==> src/rtl/lfsr_range_sampler.sv <==
// rtl/lfsr_range_sampler.sv - draws an unbiased value in 0..N-1 from an upstream LFSR by mask-and-reject
//
// Ports:
//   i_Clk          clock, rising edge
//   i_Rst          asynchronous active-low reset
//   i_Req          request one bounded value (sampled in IDLE only)
//   i_Limit        exclusive upper bound N, latched on acceptance
//   i_LFSR_Data    current upstream LFSR output
//   o_LFSR_Enable  advance strobe to the upstream LFSR (one per draw)
//   o_Rand         result, always < N
//   o_Valid        o_Rand/o_Tries/o_Fallback are valid
//   i_Ready        consumer accepts the result
//   o_Busy         high whenever not IDLE
//   o_Fallback     result came from the reduce-by-N path after MAX_TRIES rejections
//   o_Tries        number of LFSR samples consumed

module lfsr_range_sampler #(
    parameter int WIDTH     = 16,
    parameter int MAX_TRIES = 8
) (
    input  logic             i_Clk,
    input  logic             i_Rst,
    input  logic             i_Req,
    input  logic [WIDTH-1:0] i_Limit,
    input  logic [WIDTH-1:0] i_LFSR_Data,
    output logic             o_LFSR_Enable,
    output logic [WIDTH-1:0] o_Rand,
    output logic             o_Valid,
    input  logic             i_Ready,
    output logic             o_Busy,
    output logic             o_Fallback,
    output logic [3:0]       o_Tries
);

    localparam logic [WIDTH-1:0] ONE       = {{(WIDTH-1){1'b0}}, 1'b1};
    localparam logic [3:0]       TRIES_MAX = 4'(MAX_TRIES);

    typedef enum logic [1:0] {
        IDLE = 2'd0,
        MASK = 2'd1,
        DRAW = 2'd2,
        DONE = 2'd3
    } state_t;

    state_t           state_q, state_d;
    logic [WIDTH-1:0] limit_q, limit_d;
    logic [WIDTH-1:0] mask_q, mask_d;
    logic [WIDTH-1:0] rand_q, rand_d;
    logic [3:0]       tries_q, tries_d;
    logic             fb_q, fb_d;

    logic [WIDTH-1:0] limit_m1;
    logic [WIDTH-1:0] mask_calc;
    logic [WIDTH-1:0] candidate;
    logic [3:0]       tries_inc;

    // Smallest all-ones mask covering N-1: bit i is set when any bit at or
    // above i is set in N-1. Keeps mask < 2N so the fallback subtraction
    // always lands inside 0..N-1.
    assign limit_m1 = limit_q - ONE;

    always_comb begin
        mask_calc = '0;
        for (int i = 0; i < WIDTH; i++) begin
            mask_calc[i] = |(limit_m1 >> i);
        end
    end

    assign candidate = i_LFSR_Data & mask_q;
    assign tries_inc = tries_q + 4'd1;

    always_ff @(posedge i_Clk or negedge i_Rst) begin
        if (!i_Rst) begin
            state_q <= IDLE;
            limit_q <= '0;
            mask_q  <= '0;
            rand_q  <= '0;
            tries_q <= '0;
            fb_q    <= 1'b0;
        end else begin
            state_q <= state_d;
            limit_q <= limit_d;
            mask_q  <= mask_d;
            rand_q  <= rand_d;
            tries_q <= tries_d;
            fb_q    <= fb_d;
        end
    end

    always_comb begin
        state_d       = state_q;
        limit_d       = limit_q;
        mask_d        = mask_q;
        rand_d        = rand_q;
        tries_d       = tries_q;
        fb_d          = fb_q;
        o_LFSR_Enable = 1'b0;
        o_Valid       = 1'b0;
        o_Busy        = 1'b1;

        case (state_q)
            IDLE: begin
                o_Busy = 1'b0;
                if (i_Req) begin
                    limit_d = i_Limit;
                    tries_d = 4'd0;
                    fb_d    = 1'b0;
                    if (i_Limit <= ONE) begin
                        // Only 0 is a legal answer; no LFSR sample needed.
                        rand_d  = '0;
                        state_d = DONE;
                    end else begin
                        state_d = MASK;
                    end
                end
            end
            MASK: begin
                mask_d  = mask_calc;
                state_d = DRAW;
            end
            DRAW: begin
                o_LFSR_Enable = 1'b1;
                tries_d       = tries_inc;
                if (candidate < limit_q) begin
                    rand_d  = candidate;
                    fb_d    = 1'b0;
                    state_d = DONE;
                end else if (tries_inc == TRIES_MAX) begin
                    rand_d  = candidate - limit_q;
                    fb_d    = 1'b1;
                    state_d = DONE;
                end
            end
            DONE: begin
                o_Valid = 1'b1;
                if (i_Ready) begin
                    state_d = IDLE;
                end
            end
            default: state_d = IDLE;
        endcase
    end

    assign o_Rand     = rand_q;
    assign o_Tries    = tries_q;
    assign o_Fallback = fb_q;

endmodule

==> config.mk <==
export PLATFORM = sky130hd
export DESIGN_NAME = lfsr_range_sampler
export DESIGN_NICKNAME = d
export VERILOG_FILES = /design/src/rtl/lfsr_range_sampler.sv
export SDC_FILE = /design/constraint.sdc
export NUM_CORES = 1
export LEC_CHECK = 0
export CORE_ASPECT_RATIO = 0.6
export CORE_MARGIN = 2
export CORE_UTILIZATION = 55
export DETAILED_ROUTE_END_ITERATION = 10
export PLACE_DENSITY = 0.81
export SETUP_SLACK_MARGIN = 0.15
export SYNTH_ARGS = -nofsm -noshare
export SYNTH_HDL_FRONTEND = slang
export SYNTH_SLANG_ARGS = --single-unit
export TNS_END_PERCENT = 1
==> constraint.sdc <==
create_clock -name i_Clk -period 3.3 [get_ports i_Clk]
set_input_delay 0.495 -clock i_Clk [delete_from_list [all_inputs] [get_ports i_Clk]]
set_output_delay 0.495 -clock i_Clk [all_outputs]
set_load 0.05 [all_outputs]
==> metrics.txt <==
outcome=finished, violations left; failing checks=design-rule violations; setup violation total in the final timing report=0; reg2reg path depth=11; Unique masters post-synth=61; most area-hungry cell type in the Yosys netlist=sky130_fd_sc_hd__dfrtp_1; net count reported at finish=558; vias in the first global route=3240; end of the worst register-to-register path=o_Rand[15]$_DFFE_PN0P_; Leak Pwr=2.05 nW; count of mapped cells out of synthesis=around 430; Antenna diodes=0; post-CTS setup buffer count=0; average wire per standard cell=16.2 um; top post-synthesis cells by area=sky130_fd_sc_hd__dfrtp_1, sky130_fd_sc_hd__ha_1, sky130_fd_sc_hd__mux2_2; half-perimeter wire length after placement=7530 um; Worst Setup Path Type=input pin to register; Synth Area per Inst=9.02 um^2; number of buffer cells added on primary ports=~60; vias after detailed routing=3470; required time at the endpoint of the critical path=3.48 ns; buffer cell driving the clock tree root=sky130_fd_sc_hd__clkbuf_16; power after layout=4.86 mW; clock-pin transition on the worst setup and hold timing paths=0.07 ns; Die ar.=0.00783 mm^2; clock tree from TritonCTS=built; worst setup path end=o_Rand[15]$_DFFE_PN0P_; level count of the clock H-tree=2; worst hold-check slack=0.269 ns; r2r startpoint=mask_q[0]$_DFFE_PN0N_; total CTS buffers=5; Setup crit end kind=register; final hold violation count=0; dpl cells=577; share of async-settable or async-resettable flops after synthesis=1.00; maximum fanout count along the critical path=11; grt total ovfl=0; Clock Tree Buf Depth=2; area grow syn2layout=21.9%; clock latency on the worst-skew pair=0.30 ns; top-area cell type share of the netlist area=0.352; clock sink count=55; DRC Markers=7; initial antenna violation count=0; pwr/cell area=1020 mW/mm^2; final cycle utilization of the critical path=0.925; R2R Setup Slk=0.46 ns; number of core rows=23; global-route wire length before repair=15800 um; summed instance area of the synthesized netlist=between 0.003 and 0.004 mm^2; CP startpoint=i_LFSR_Data[0]; vias per cell=5.93; chip width=between 100 and 150 um; last weighted congestion value of the routability-driven placer=0.898; IR drop worst, VDD=0.000460 V; Critical Path Source Type=input pin; count of state elements after synthesis=55; maxcap violations=0; EDFF count, synth=0; max-slew violation count=0; drt first-iter violations=265; number of top-level pins=60; minimum period implied by the final worst setup slack=3.05 ns; count of antenna-violating nets left after detailed routing=0; starting density of the core=0.576; worst hold path type=input pin to asynchronous set/reset pin; number of warnings issued by yosys=0; Top FF cell, synth=sky130_fd_sc_hd__dfrtp_1; final clock skew=around 0.0082 ns; CP arrival=3.24 ns; Total Wirelength=9450 um; maximum number of pins on one net before global-route repair=36; setup repair after global routing missed its margin=yes; relative max-transition margin=0.475; number of standard cells in the final layout excluding fillers=585; First-pass DRT Iterations=11; syn_nets=495; Max Clk Rate=328 MHz; GR Util All Layers=0.253; sequential share of the synthesized area=0.352; area of the placeable core=0.00679 mm^2; slew at the pin closest to its max-slew limit=0.787 ns; proportion of layout cells with a drive suffix above 1=0.110; die span in y=69.3 um
## cells by family (layout without fill, tap and decap cells)
group | Yosys count | count (layout) | synth area share
compound gates | 106 | 106 | 0.194
xor+xnor | 21 | 21 | 0.0470
fa+ha+maj | 25 | 25 | 0.0818
buf+inv | 40 | 104 | 0.0422
flops | 55 | 55 | 0.352
mux | 28 | 28 | 0.0767
simple gates | 159 | 159 | 0.207
## sequential cells by signal, summed over array words and instances, names as in the netlist
register,cells
limit_q,16
state_q,2
o_Fallback,1
mask_q,16
o_Rand,16
o_Tries,4
## per-stage QoR
step	setup TNS (ns)	cell area [um^2]	utilization	worst slack, ns
after floorplan	0	3910	-	0.614
after global placement	0	4620	0.681	0.0626
after detailed placement	-0.113	4620	0.681	-0.0772
after CTS	0	4770	0.702	0.242
after global routing	0	4770	0.702	0.139
final	0	4770	0.702	0.247
## timing repair
action                     CTS  global route
resized for setup            0             2
hold buffers                 0             0
setup endpoints to repair    0             6
## how the worst min path moves through the flow
stage                              to  depth (start not counted)  slack, ns                    from
6_report        mask_q[0]$_DFFE_PN0N_                          1       0.27                   i_Rst
3_3_place_gp    o_Rand[5]$_DFFE_PN0P_                          2       0.46   o_Rand[5]$_DFFE_PN0P_
5_1_grt         o_Rand[0]$_DFFE_PN0P_                          1       0.35                   i_Rst
2_1_floorplan  limit_q[0]$_DFFE_PN0P_                          0       0.20                   i_Rst
3_5_place_dp   mask_q[11]$_DFFE_PN0N_                          2       0.48  mask_q[11]$_DFFE_PN0N_
4_1_cts         mask_q[0]$_DFFE_PN0N_                          1       0.30                   i_Rst
## placed cells by master, fill, tap and decap left out, types with 3 or more instances in the layout
| cell type | n |
|---|---|
| sky130_fd_sc_hd__buf_4 | 11 |
| sky130_fd_sc_hd__clkbuf_16 | 5 |
| sky130_fd_sc_hd__dfrtp_1 | 55 |
| sky130_fd_sc_hd__o21ai_0 | 24 |
| sky130_fd_sc_hd__nand3_1 | 8 |
| sky130_fd_sc_hd__and4_1 | 4 |
| sky130_fd_sc_hd__clkdlybuf4s50_1 | 58 |
| sky130_fd_sc_hd__and2_1 | 15 |
| sky130_fd_sc_hd__a31oi_1 | 10 |
| sky130_fd_sc_hd__nor3_1 | 10 |
| sky130_fd_sc_hd__a21oi_1 | 20 |
| sky130_fd_sc_hd__mux2_2 | 16 |
| sky130_fd_sc_hd__o21ai_1 | 3 |
| sky130_fd_sc_hd__nand4_1 | 3 |
| sky130_fd_sc_hd__a31o_2 | 3 |
| sky130_fd_sc_hd__nor2b_1 | 8 |
| sky130_fd_sc_hd__nand2_1 | 42 |
| sky130_fd_sc_hd__xnor2_1 | 17 |
| sky130_fd_sc_hd__o21bai_1 | 4 |
| sky130_fd_sc_hd__and3_1 | 9 |
| sky130_fd_sc_hd__nor2_1 | 40 |
| sky130_fd_sc_hd__inv_1 | 26 |
| sky130_fd_sc_hd__a21o_1 | 6 |
| sky130_fd_sc_hd__nor4_1 | 5 |
| sky130_fd_sc_hd__mux2i_1 | 12 |
| sky130_fd_sc_hd__o31a_1 | 3 |
| sky130_fd_sc_hd__or3_1 | 3 |
| sky130_fd_sc_hd__xor2_1 | 4 |
| sky130_fd_sc_hd__ha_1 | 24 |
| sky130_fd_sc_hd__a221o_1 | 4 |
## cell type report
class | instances | area (um^2)
repair buffers | 70 | 668
clock inverters | 3 | 20.0
fillers | 542 | 2020
multi-input cells | 339 | 2370
inverters | 26 | 97.6
flip-flops and latches | 55 | 1380
well taps | 87 | 109
clock buffers | 5 | 125
## Yosys cell counts, drive strengths merged, types with 9 or more instances
master  number
mux2i       12
a21oi       22
nand2       43
and2        15
nor3        11
clkbuf       9
dfrtp       55
o21ai       28
inv         26
xnor2       17
nor2        42
ha          24
a31oi       10
mux2        16
and3         9
## metal layers
| layer | part of all wire | global-route usage | vias up |
|---|---|---|---|
| met4 | 0.013 | 0.0813 | 0 |
| met1 | 0.50 | 0.367 | 1625 |
| li1 | - | - | 1689 |
| met2 | 0.42 | 0.383 | 146 |
| met3 | 0.070 | 0.0498 | 10 |
| met5 | 0 | 0 | - |
## worst max-delay path, stage by stage
cell and delay, ns:
sky130_fd_sc_hd__clkdlybuf4s50_1 0.42, sky130_fd_sc_hd__nand2_1 0.07, sky130_fd_sc_hd__ha_1 0.16, sky130_fd_sc_hd__inv_1 0.06, sky130_fd_sc_hd__fa_1 0.44, sky130_fd_sc_hd__a211oi_2 0.28, sky130_fd_sc_hd__o21ai_1 0.17, sky130_fd_sc_hd__a21oi_2 0.26
sky130_fd_sc_hd__o31ai_4 0.11, sky130_fd_sc_hd__a21bo_2 0.32, sky130_fd_sc_hd__or3_1 0.32, sky130_fd_sc_hd__o311a_1 0.14
## where the power goes
part | total [mW] | internal (mW) | switching (mW) | leakage (nW)
clock network | 0.532 | 0.280 | 0.252 | 0.0658
registers | 1.17 | 0.901 | 0.271 | 0.644
logic | 3.15 | 1.30 | 1.86 | 1.34
total | 4.86 | 2.48 | 2.38 | 2.05
(Power assumes the default switching activity.)
